File: src/rtl/param_universal_shift_reg_if.sv
// Bundle of command and status signals for param_universal_shift_reg.
// The master drives commands and data; the slave (the register) returns state.
interface param_universal_shift_reg_if #(
  parameter int WIDTH = 8
);
  localparam int AW = $clog2(WIDTH);
  localparam int CW = $clog2(WIDTH) + 1;

  logic             ENB;
  logic             DIR;
  logic             S_IN;
  logic [1:0]       MODO;
  logic [AW-1:0]    AMT;
  logic [WIDTH-1:0] D;
  logic [WIDTH-1:0] Q;
  logic             S_OUT;
  logic [CW-1:0]    CNT;
  logic             DONE;

  modport master (
    output ENB, DIR, S_IN, MODO, AMT, D,
    input  Q, S_OUT, CNT, DONE
  );

  modport slave (
    input  ENB, DIR, S_IN, MODO, AMT, D,
    output Q, S_OUT, CNT, DONE
  );
endinterface

File: src/rtl/param_universal_shift_reg.sv
// Parametrised universal shift register: logical/arithmetic shift, rotate and
// parallel load by 1..WIDTH positions per cycle, with a consumed-bit counter.
module param_universal_shift_reg #(
  parameter int WIDTH = 8
) (
  input  logic                       CLK,
  input  logic                       RST,
  param_universal_shift_reg_if.slave bus
);
  localparam int AW = $clog2(WIDTH);
  localparam int CW = $clog2(WIDTH) + 1;
  localparam logic [CW-1:0]    WIDTH_C = CW'(WIDTH);
  localparam logic [AW-1:0]    TOP_IDX = AW'(WIDTH - 1);
  localparam logic [WIDTH-1:0] ONES    = {WIDTH{1'b1}};

  typedef enum logic [1:0] {
    MODE_SHIFT  = 2'b00,
    MODE_ROTATE = 2'b01,
    MODE_LOAD   = 2'b10,
    MODE_ASHIFT = 2'b11
  } mode_e;

  mode_e            mode;
  logic [WIDTH-1:0] q_r;
  logic             s_out_r;
  logic [CW-1:0]    cnt_r;
  logic             done_r;

  logic [CW-1:0]    k;
  logic [CW-1:0]    rk;
  logic             fill;
  logic [WIDTH-1:0] fill_l;
  logic [WIDTH-1:0] fill_r;
  logic [WIDTH-1:0] q_next;
  logic [AW-1:0]    out_idx;
  logic             out_bit;
  logic [CW:0]      cnt_sum;
  logic [CW-1:0]    cnt_next;

  assign mode = mode_e'(bus.MODO);

  // Shift distance k = AMT+1; shifting by k == WIDTH naturally yields zero,
  // which makes full-width shifts come out as pure fill and rotates as identity.
  always_comb begin
    k       = {1'b0, bus.AMT} + CW'(1);
    rk      = WIDTH_C - k;
    fill    = bus.S_IN;
    if (mode == MODE_ASHIFT) begin
      fill = bus.DIR ? q_r[WIDTH-1] : 1'b0;
    end
    fill_l  = fill ? ~(ONES << k) : '0;
    fill_r  = fill ? ~(ONES >> k) : '0;
    q_next  = q_r;
    if (mode == MODE_ROTATE) begin
      q_next = bus.DIR ? ((q_r >> k) | (q_r << rk)) : ((q_r << k) | (q_r >> rk));
    end else begin
      q_next = bus.DIR ? ((q_r >> k) | fill_r) : ((q_r << k) | fill_l);
    end
    out_idx = bus.DIR ? bus.AMT : (TOP_IDX - bus.AMT);
    out_bit = q_r[out_idx];
    cnt_sum = {1'b0, cnt_r} + {1'b0, k};
    cnt_next = (cnt_sum >= {1'b0, WIDTH_C}) ? WIDTH_C : cnt_sum[CW-1:0];
  end

  // Reset beats hold, hold beats any command.
  always_ff @(posedge CLK) begin
    if (RST) begin
      q_r     <= '0;
      s_out_r <= 1'b0;
      cnt_r   <= '0;
      done_r  <= 1'b0;
    end else if (bus.ENB) begin
      if (mode == MODE_LOAD) begin
        q_r     <= bus.D;
        s_out_r <= 1'b0;
        cnt_r   <= '0;
        done_r  <= 1'b0;
      end else begin
        q_r     <= q_next;
        s_out_r <= out_bit;
        cnt_r   <= cnt_next;
        done_r  <= (cnt_next == WIDTH_C);
      end
    end
  end

  assign bus.Q     = q_r;
  assign bus.S_OUT = s_out_r;
  assign bus.CNT   = cnt_r;
  assign bus.DONE  = done_r;
endmodule
File: src/flat_wrapper.sv
// flat-port wrapper written by rule: the top's interface ports become plain ports
module param_universal_shift_reg_flat 
#(
  parameter int WIDTH = 8
)
  (CLK, RST, bus_ENB, bus_DIR, bus_S_IN, bus_MODO, bus_AMT, bus_D, bus_Q, bus_S_OUT, bus_CNT, bus_DONE);
  param_universal_shift_reg_if #(.WIDTH(WIDTH)) bus_i ();
  input  logic CLK;
  input  logic RST;
  input wire logic [$bits(bus_i.ENB)-1:0] bus_ENB;
  input wire logic [$bits(bus_i.DIR)-1:0] bus_DIR;
  input wire logic [$bits(bus_i.S_IN)-1:0] bus_S_IN;
  input wire logic [$bits(bus_i.MODO)-1:0] bus_MODO;
  input wire logic [$bits(bus_i.AMT)-1:0] bus_AMT;
  input wire logic [$bits(bus_i.D)-1:0] bus_D;
  output wire logic [$bits(bus_i.Q)-1:0] bus_Q;
  output wire logic [$bits(bus_i.S_OUT)-1:0] bus_S_OUT;
  output wire logic [$bits(bus_i.CNT)-1:0] bus_CNT;
  output wire logic [$bits(bus_i.DONE)-1:0] bus_DONE;
  assign bus_i.ENB = bus_ENB;
  assign bus_i.DIR = bus_DIR;
  assign bus_i.S_IN = bus_S_IN;
  assign bus_i.MODO = bus_MODO;
  assign bus_i.AMT = bus_AMT;
  assign bus_i.D = bus_D;
  assign bus_Q = bus_i.Q;
  assign bus_S_OUT = bus_i.S_OUT;
  assign bus_CNT = bus_i.CNT;
  assign bus_DONE = bus_i.DONE;
  param_universal_shift_reg #(.WIDTH(WIDTH)) u_core (.CLK(CLK), .RST(RST), .bus(bus_i));
endmodule
File: config.mk
export PLATFORM = sky130hd
export DESIGN_NAME = param_universal_shift_reg_flat
export DESIGN_NICKNAME = d
export VERILOG_FILES = /design/src/rtl/param_universal_shift_reg_if.sv /design/src/rtl/param_universal_shift_reg.sv /design/src/flat_wrapper.sv
export SDC_FILE = /design/constraint.sdc
export NUM_CORES = 1
export LEC_CHECK = 0
export ABC_CLOCK_PERIOD_IN_PS = 3000
export CAP_MARGIN = 20
export CORE_ASPECT_RATIO = 0.5
export CORE_MARGIN = 4
export CORE_UTILIZATION = 55
export CTS_CLUSTER_DIAMETER = 120
export DETAILED_ROUTE_END_ITERATION = 12
export GPL_TIMING_DRIVEN = 0
export HOLD_SLACK_MARGIN = 0.05
export MAX_ROUTING_LAYER = met4
export PLACE_DENSITY = 0.9
export SETUP_SLACK_MARGIN = 0.4
export SYNTH_ARGS = -nofsm -noshare
export SYNTH_HDL_FRONTEND = slang
export SYNTH_SLANG_ARGS = --single-unit
File: constraint.sdc
create_clock -name CLK -period 3 [get_ports CLK]
set_clock_uncertainty 0.2 [all_clocks]
set_input_delay 0.45 -clock CLK [delete_from_list [all_inputs] [get_ports CLK]]
set_output_delay 0.45 -clock CLK [all_outputs]
set_load 0.02 [all_outputs]
==> impl_metrics.py, run 1 <==
metrics = {
    "synth": {
        "postSynthAreaPerCell_um2": 7.46,
        "synth_ff_type": "dfxtp_1",
        "ys_ff_latch": 14,
        "ys_types": 61,
        "synth_fa_ha_area_frac": 0.0685,
        "muxShareOfSynthArea": 0.130,
        "synth_compound_area_frac": 0.290,
        "synth_nets": 313,
        "synthSimpleGateAreaFrac": 0.267,
        "synth_seq_area_share": 0.132,
        "synth_async_sr_flop_share": 0,
        "synthXorXnorAreaFrac": 0.0254,
        "synth_top_family_by_area": "compound AO/OA/AOI/OAI gates",
        "yosysWarnings": 0,
        "syn_area_um2": 2120,
        "synth-edff-count": 0,
        "synthCells": 284,
    },
    "floorplanning": {
        "core.rowCount": 15,
        "boundaryPins": 32,
        "die_x_um": 95.8,
        "die-area_um2": 4970,
        "fp.coreArea_um2": 3570,
        "die_h_um": 51.9,
        "start_util": 0.594,
    },
    "timing": {
        "final_hold_viol_count": 0,
        "fmax_mhz": 369,
        "drv_slew": 0,
        "tightest_slew_ns": 0.649,
        "rsz0062_at_grt": "true",
        "final.period_utilization": 0.903,
        "setup_viol": 0,
        "relSlewSlack": 0.567,
        "fin_crit_ns": 2.71,
        "holdWs_ns": 0.326,
    },
    "run_status": {
        "status": "complete, no violations",
    },
    "power": {
        "switchingPower_mw": 0.414,
        "intPower_mw": 0.573,
        "ir_drop_mv": 0.360,
        "leakage_nw": 1.17,
        "p_per_area_nw_per_um2": 326,
        "comb_power_share": 0.579,
        "switching_share": 0.420,
        "pwr-share-clk": 0.187,
        "pwr-share-seq": 0.235,
        "total_power_mw": 0.987,
    },
    "global_routing": {
        "grt_max_degree": 11,
        "grt_pass1_vias": 2587,
        "grt_overflow": 0,
        "antenna_found_initial": 0,
        "grt_util_all_layers": 0.375,
        "grt_pass1_wl_um": 13600,
    },
    "layout": {
        "fin_util": 0.849,
        "fillers": 179,
        "layoutNonFillerInstCount": 393,
        "area_delta_synth_final_pct": 42.9,
        "layout.nets": 372,
        "n_antenna_cell": 0,
        "drive_gt1_frac": 0.295,
        "layout_commonest_cell": "clkdlybuf4s50_1",
        "layout_common_cells": "27 x clkdlybuf4s50_1, 25 x nor2_1, 22 x buf_4",
    },
    "cts": {
        "cts_tree": "built",
        "cts_buffer_depth": 2,
        "cts_buffers": 3,
        "cts_sinks": 14,
        "clkLatencyLatePin_ns": 0.25,
        "path_clk_slew_ns": 0.06,
        "root_buffer": "clkbuf_8",
        "ctsHtreeMaxLevel": 1,
        "ctsHoldBuffers": 0,
    },
    "route": {
        "drt_first_pass_iters": 5,
        "remaining_drc_errors": 0,
        "drt_iter0_markers": 445,
        "routedWlPerCell_um": 24.7,
        "detail-route-antenna-nets": 0,
        "wirelength_um": 9690,
        "viasPerCell": 7.37,
        "num_vias": 2896,
    },
    "critical_path": {
        "cp-start-kind": "primary input",
        "cp-end-kind": "flip-flop",
        "cp_max_fo": 10,
        "crit_required_ns": 2.89,
        "critical_path_class": "in2reg",
        "critPathArrivalTime_ns": 2.59,
    },
    "placement": {
        "place.port_buffers": 30,
        "gp_congestion": 1.06,
        "dp_hpwl_um": 5980,
        "dp.cells": 365,
    },
    "run": {
        "drv_cap": 0,
    },
    "worst_hold_path": {
        "min-delay-path-class": "reg2reg",
    },
}
==> repair_timing <==
action / CTS / global route
endpoints found under the setup margin: 13 / 13
pin swaps: 6 / 19
setup buffers: 7 / 17
resized for setup: 42 / 36
==> state kept, by name, summed over array words and instances, names as in the netlist <==
signal	cells
u_core.bus.DONE	1
u_core.bus.S_OUT	1
u_core.bus.CNT	4
u_core.bus.Q	8
==> per-stage QoR <==
step	worst slack [ns]	cell area [um^2]	setup TNS, ns
final	0.291	3030	0
after global routing	0.323	3030	0
after CTS	0.402	2750	0
after detailed placement	-0.704	2520	-7.02
after global placement	-0.686	2520	-6.20
after floorplan	0.404	2150	0
==> layout make-up <==
cell class              instances  area [um^2]  area share
repair buffers                 54          498       0.164
flip-flops and latches         14          280      0.0925
multi-input cells             234         1870       0.618
inverters                      15         82.6      0.0273
plain buffers                  21          178      0.0587
well taps                      51         63.8      0.0211
clock buffers                   4         55.1      0.0182
==> critical path: stages <==
cell        delay (ns)
buf_8             0.10
buf_6             0.12
clkinvlp_4        0.13
ha_4              0.28
buf_8             0.14
buf_8             0.13
buf_4             0.13
buf_6             0.13
nand2_1           0.10
a21oi_1           0.09
o41ai_2           0.58
o22ai_1           0.21
==> routing by layer <==
layer | global-route usage | vias up | routed length, um
met5 | - | - | 0
met4 | 0.111 | 0 | 614
met3 | 0.142 | 92 | 1610
met2 | 0.535 | 310 | 3860
met1 | 0.494 | 1319 | 3610
li1 | - | 1175 | -
==> cell usage after synthesis (all sizes together), types with 2 or more instances <==
library cell   n  area, um^2
clkbuf         8        30.0
a211oi         5        37.5
nand2b        11        68.8
a31oi          7        43.8
nand3         10        62.6
o22ai          5        31.3
and4           3        26.3
nor3           7        35.0
a211o          3        26.3
mux2i          8        80.1
o32ai          2        17.5
o31ai          4        30.0
o211ai         2        15.0
nor2          29         116
nor2b         11        68.8
a2111oi        2        17.5
xnor2          4        53.8
o21ai         16        80.1
a22oi          2        15.0
a21o           7        60.1
nor4           2        18.8
dfxtp         14         280
and3b          2        17.5
o221ai         3        26.3
mux4           5         113
ha            10         125
a21oi         25         125
inv           15        56.3
or3            2        12.5
nand2         22        90.1
buf           13        96.3
o311ai         2        17.5
mux2           7        82.6
==> worst paths after layout <==
| check | cells after the start | slack (ns) | startpoint | endpoint |
|---|---|---|---|---|
| min reg2reg | 2 | 0.33 | u_core.bus.DONE | u_core.bus.DONE |
| max | 12 | 0.29 | bus_AMT[1] | u_core.bus.Q[5] |
| min | 2 | 0.33 | u_core.bus.DONE | u_core.bus.DONE |
| max reg2reg | 6 | 0.71 | u_core.bus.Q[5] | u_core.bus.Q[5] |
==> power groups by stage <==
stage / combinational (mW) / sequential [mW] / clock, mW
2_1_floorplan: 0.273 / 0.237 / 0
3_3_place_gp: 0.418 / 0.228 / 0
3_5_place_dp: 0.426 / 0.229 / 0
4_1_cts: 0.473 / 0.226 / 0.184
5_1_grt: 0.593 / 0.231 / 0.195
6_report: 0.571 / 0.231 / 0.184
==> kinds of logic (layout without fill, tap and decap cells) <==
logic type,after synthesis,after routing
muxes,20,20
AOI/OAI and AO/OA,93,93
adders and majority gates,11,11
buffers and inverters,36,94
and+or+nand+nor,106,106
DFF,14,14
xor gates and xnor gates,4,4
(Power assumes the default switching activity.)
==> inputs of run 2 (changes only) <==
--- a/config.mk
+++ b/config.mk
@@ -8,7 +8,7 @@
 export ABC_CLOCK_PERIOD_IN_PS = 3000
 export CAP_MARGIN = 20
 export CORE_ASPECT_RATIO = 0.5
-export CORE_MARGIN = 4
+export CORE_MARGIN = 2
 export CORE_UTILIZATION = 55
 export CTS_CLUSTER_DIAMETER = 120
 export DETAILED_ROUTE_END_ITERATION = 12
==> run 2 against run 1 <==
Against the previous run:
- power fell by 5.7%
- first-iteration DRC count fell by 26%
- combinational power fell by 10%
- global-route usage rose by 1.4 points
- clock-buffer cell count did not move
- largest cell class unchanged
- register-to-register slack improved by 0.11 ns
- wire length fell by 16%
- flip-flop and latch count did not move
- hold slack got worse by 0.026 ns
- critical path depth rose by 1
- largest power group unchanged
- setup slack improved by 0.11 ns
- final cell count fell by 3.8%
==> impl_metrics.py, run 2 (synthesis gave the netlist of run 1 again) <==
metrics = {
    "timing": {
        "fmax_mhz": 384,
        "fin_crit_ns": 2.60,
        "drv_slew": 0,
        "setup_viol": 0,
        "fin_tns_setup_ns": 0,
        "final_hold_viol_count": 0,
        "tightest_slew_ns": 0.553,
        "relSlewSlack": 0.621,
        "rsz0062_at_grt": "false",
        "final.period_utilization": 0.867,
    },
    "placement": {
        "dp_hpwl_um": 5820,
        "dp.cells": 365,
        "gp_congestion": 1.09,
        "place.port_buffers": 30,
    },
    "layout": {
        "drive_gt1_frac": 0.245,
        "fillers": 245,
        "largest_register_ffs": 8,
        "layoutNonFillerInstCount": 378,
        "layout.nets": 357,
        "area_delta_synth_final_pct": 35.0,
        "layout_common_cells": "27 x nor2_1, 27 x clkdlybuf4s50_1, 23 x a21oi_1",
        "n_antenna_cell": 0,
    },
    "route": {
        "detail-route-antenna-nets": 0,
        "viasPerCell": 6.92,
        "num_vias": 2614,
        "routedWlPerCell_um": 21.6,
        "drt_first_pass_iters": 6,
        "remaining_drc_errors": 0,
        "wirelength_um": 8180,
        "drt_iter0_markers": 330,
    },
    "global_routing": {
        "grtUsageMet1": 0.499,
        "grt_util_met2": 0.616,
        "grt_util_all_layers": 0.390,
        "grt_busiest_layer": "met2",
        "grt_overflow": 0,
        "met3_usage": 0.115,
        "grt_pass1_wl_um": 12400,
        "grt_max_degree": 11,
        "grt_pass1_vias": 2353,
        "antenna_found_initial": 0,
    },
    "cts": {
        "clkLatencyLatePin_ns": 0.25,
        "ctsHoldBuffers": 0,
        "ctsHtreeMaxLevel": 1,
        "cts_tree": "built",
        "root_buffer": "clkbuf_8",
        "path_clk_slew_ns": 0.06,
        "cts_buffer_depth": 2,
        "cts_buffers": 3,
        "cts_sinks": 14,
    },
    "floorplanning": {
        "start_util": 0.594,
        "die_x_um": 91.8,
        "boundaryPins": 32,
        "die-area_um2": 4400,
        "die_h_um": 47.9,
        "fp.coreArea_um2": 3570,
        "core.rowCount": 15,
    },
    "critical_path": {
        "crit_family": "compound AO/OA/AOI/OAI gates",
        "r2r-start": "u_core.bus.Q[2]",
        "r2r_setup_slack_ns": 0.82,
        "critical_path_buf_inv_count": 6,
        "cpPeakStageDelay_ns": 0.40,
        "crit_top_cell": "buf_8",
        "crit_chain": "buf_6, buf_8, buf_8, inv_6, ha_4, buf_8, nor2_4, xnor2_4, a21o_4, buf_4, a211oi_1, o31ai_1, o22ai_1",
        "cp_max_fo": 10,
        "critPathArrivalTime_ns": 2.57,
        "reg2reg_depth": 6,
        "critical_path_class": "in2reg",
        "reg2reg_to": "u_core.bus.Q[0]",
        "cp-start-kind": "primary input",
        "crit_slowest_cell": "a211oi_1",
        "cp.depth": 13,
        "crit_required_ns": 2.97,
        "cp-end-kind": "flip-flop",
    },
    "worst_hold_path": {
        "hold_start": "u_core.bus.DONE",
        "worstHoldEndpoint": "u_core.bus.DONE",
        "hold_depth": 2,
        "min-delay-path-class": "reg2reg",
    },
    "power": {
        "p_per_area_nw_per_um2": 325,
        "ir_drop_mv": 0.315,
        "leakage_nw": 1.10,
    },
    "run": {
        "drv_cap": 0,
    },
    "run_status": {
        "status": "complete, no violations",
    },
}
## run 2: cell types whose count changed in the layout (fill, tap and decap cells not counted), moves of 3 or more
cell and change:
a21oi_1 +3, buf_4 -12, buf_6 -3, nor2_2 -3
a21oi_2 -3
## run 2: worst max-delay path by stage
stage / slack [ns] / end / start
final: 0.40 / u_core.bus.Q[6] / bus_AMT[0]
after global routing: 0.41 / u_core.bus.Q[0] / bus_AMT[0]
after CTS: 0.40 / u_core.bus.Q[6] / bus_AMT[0]
after detailed placement: -0.68 / u_core.bus.Q[5] / bus_AMT[0]
after global placement: -0.60 / u_core.bus.Q[3] / bus_AMT[2]
after floorplan: 0.40 / u_core.bus.CNT[0] / bus_AMT[0]
## run 2: repair_timing
| action | CTS | global route |
|---|---|---|
| pin swaps | 6 | 13 |
| resized for setup | 42 | 20 |
| gates cloned | 0 | 1 |
| setup endpoints to repair | 13 | 12 |
| buffers inserted | 7 | 1 |
## run 2: layer usage
metal,vias to the layer above,share of wire
met5,-,0
met4,0,0.029
met3,39,0.17
met2,243,0.40
met1,1190,0.40
li1,1142,-
## run 2: final cells by class
type | count | area, um^2 | share of cell area
buffer | 21 | 173 | 0.0603
clock buffer | 4 | 55.1 | 0.0192
multi-input combinational | 234 | 1840 | 0.644
tap | 51 | 63.8 | 0.0223
inverter | 15 | 68.8 | 0.0240
sequential | 14 | 280 | 0.0979
timing repair buffer | 39 | 379 | 0.132
## run 2: worst register-to-register path, cell delays in order, from the launching register on
cell and delay (ns):
dfxtp_1 0.45, mux2_2 0.38, a21oi_1 0.16, a21o_1 0.13
a21oi_1 0.06, or4_1 0.47, a31o_1 0.24
## run 2: through the flow
stage                     hold slack, ns  setup WS [ns]  cell area [um^2]   util  total power [mW]
after floorplan                    0.322          0.404              2150      -             0.511
after global placement             0.265         -0.599              2520  0.706             0.643
after detailed placement           0.287         -0.684              2520  0.706             0.652
after CTS                          0.301          0.404              2750  0.770             0.875
after global routing               0.323          0.412              2860  0.802             0.963
final                              0.300          0.398              2860  0.802             0.931
## run 2: where the power goes
group	internal, mW	total, mW	leakage (nW)	switching, mW
sequential	0.201	0.231	0.115	0.0298
combinational	0.229	0.514	0.952	0.286
clock	0.116	0.186	0.0288	0.0694
total	0.546	0.931	1.10	0.385
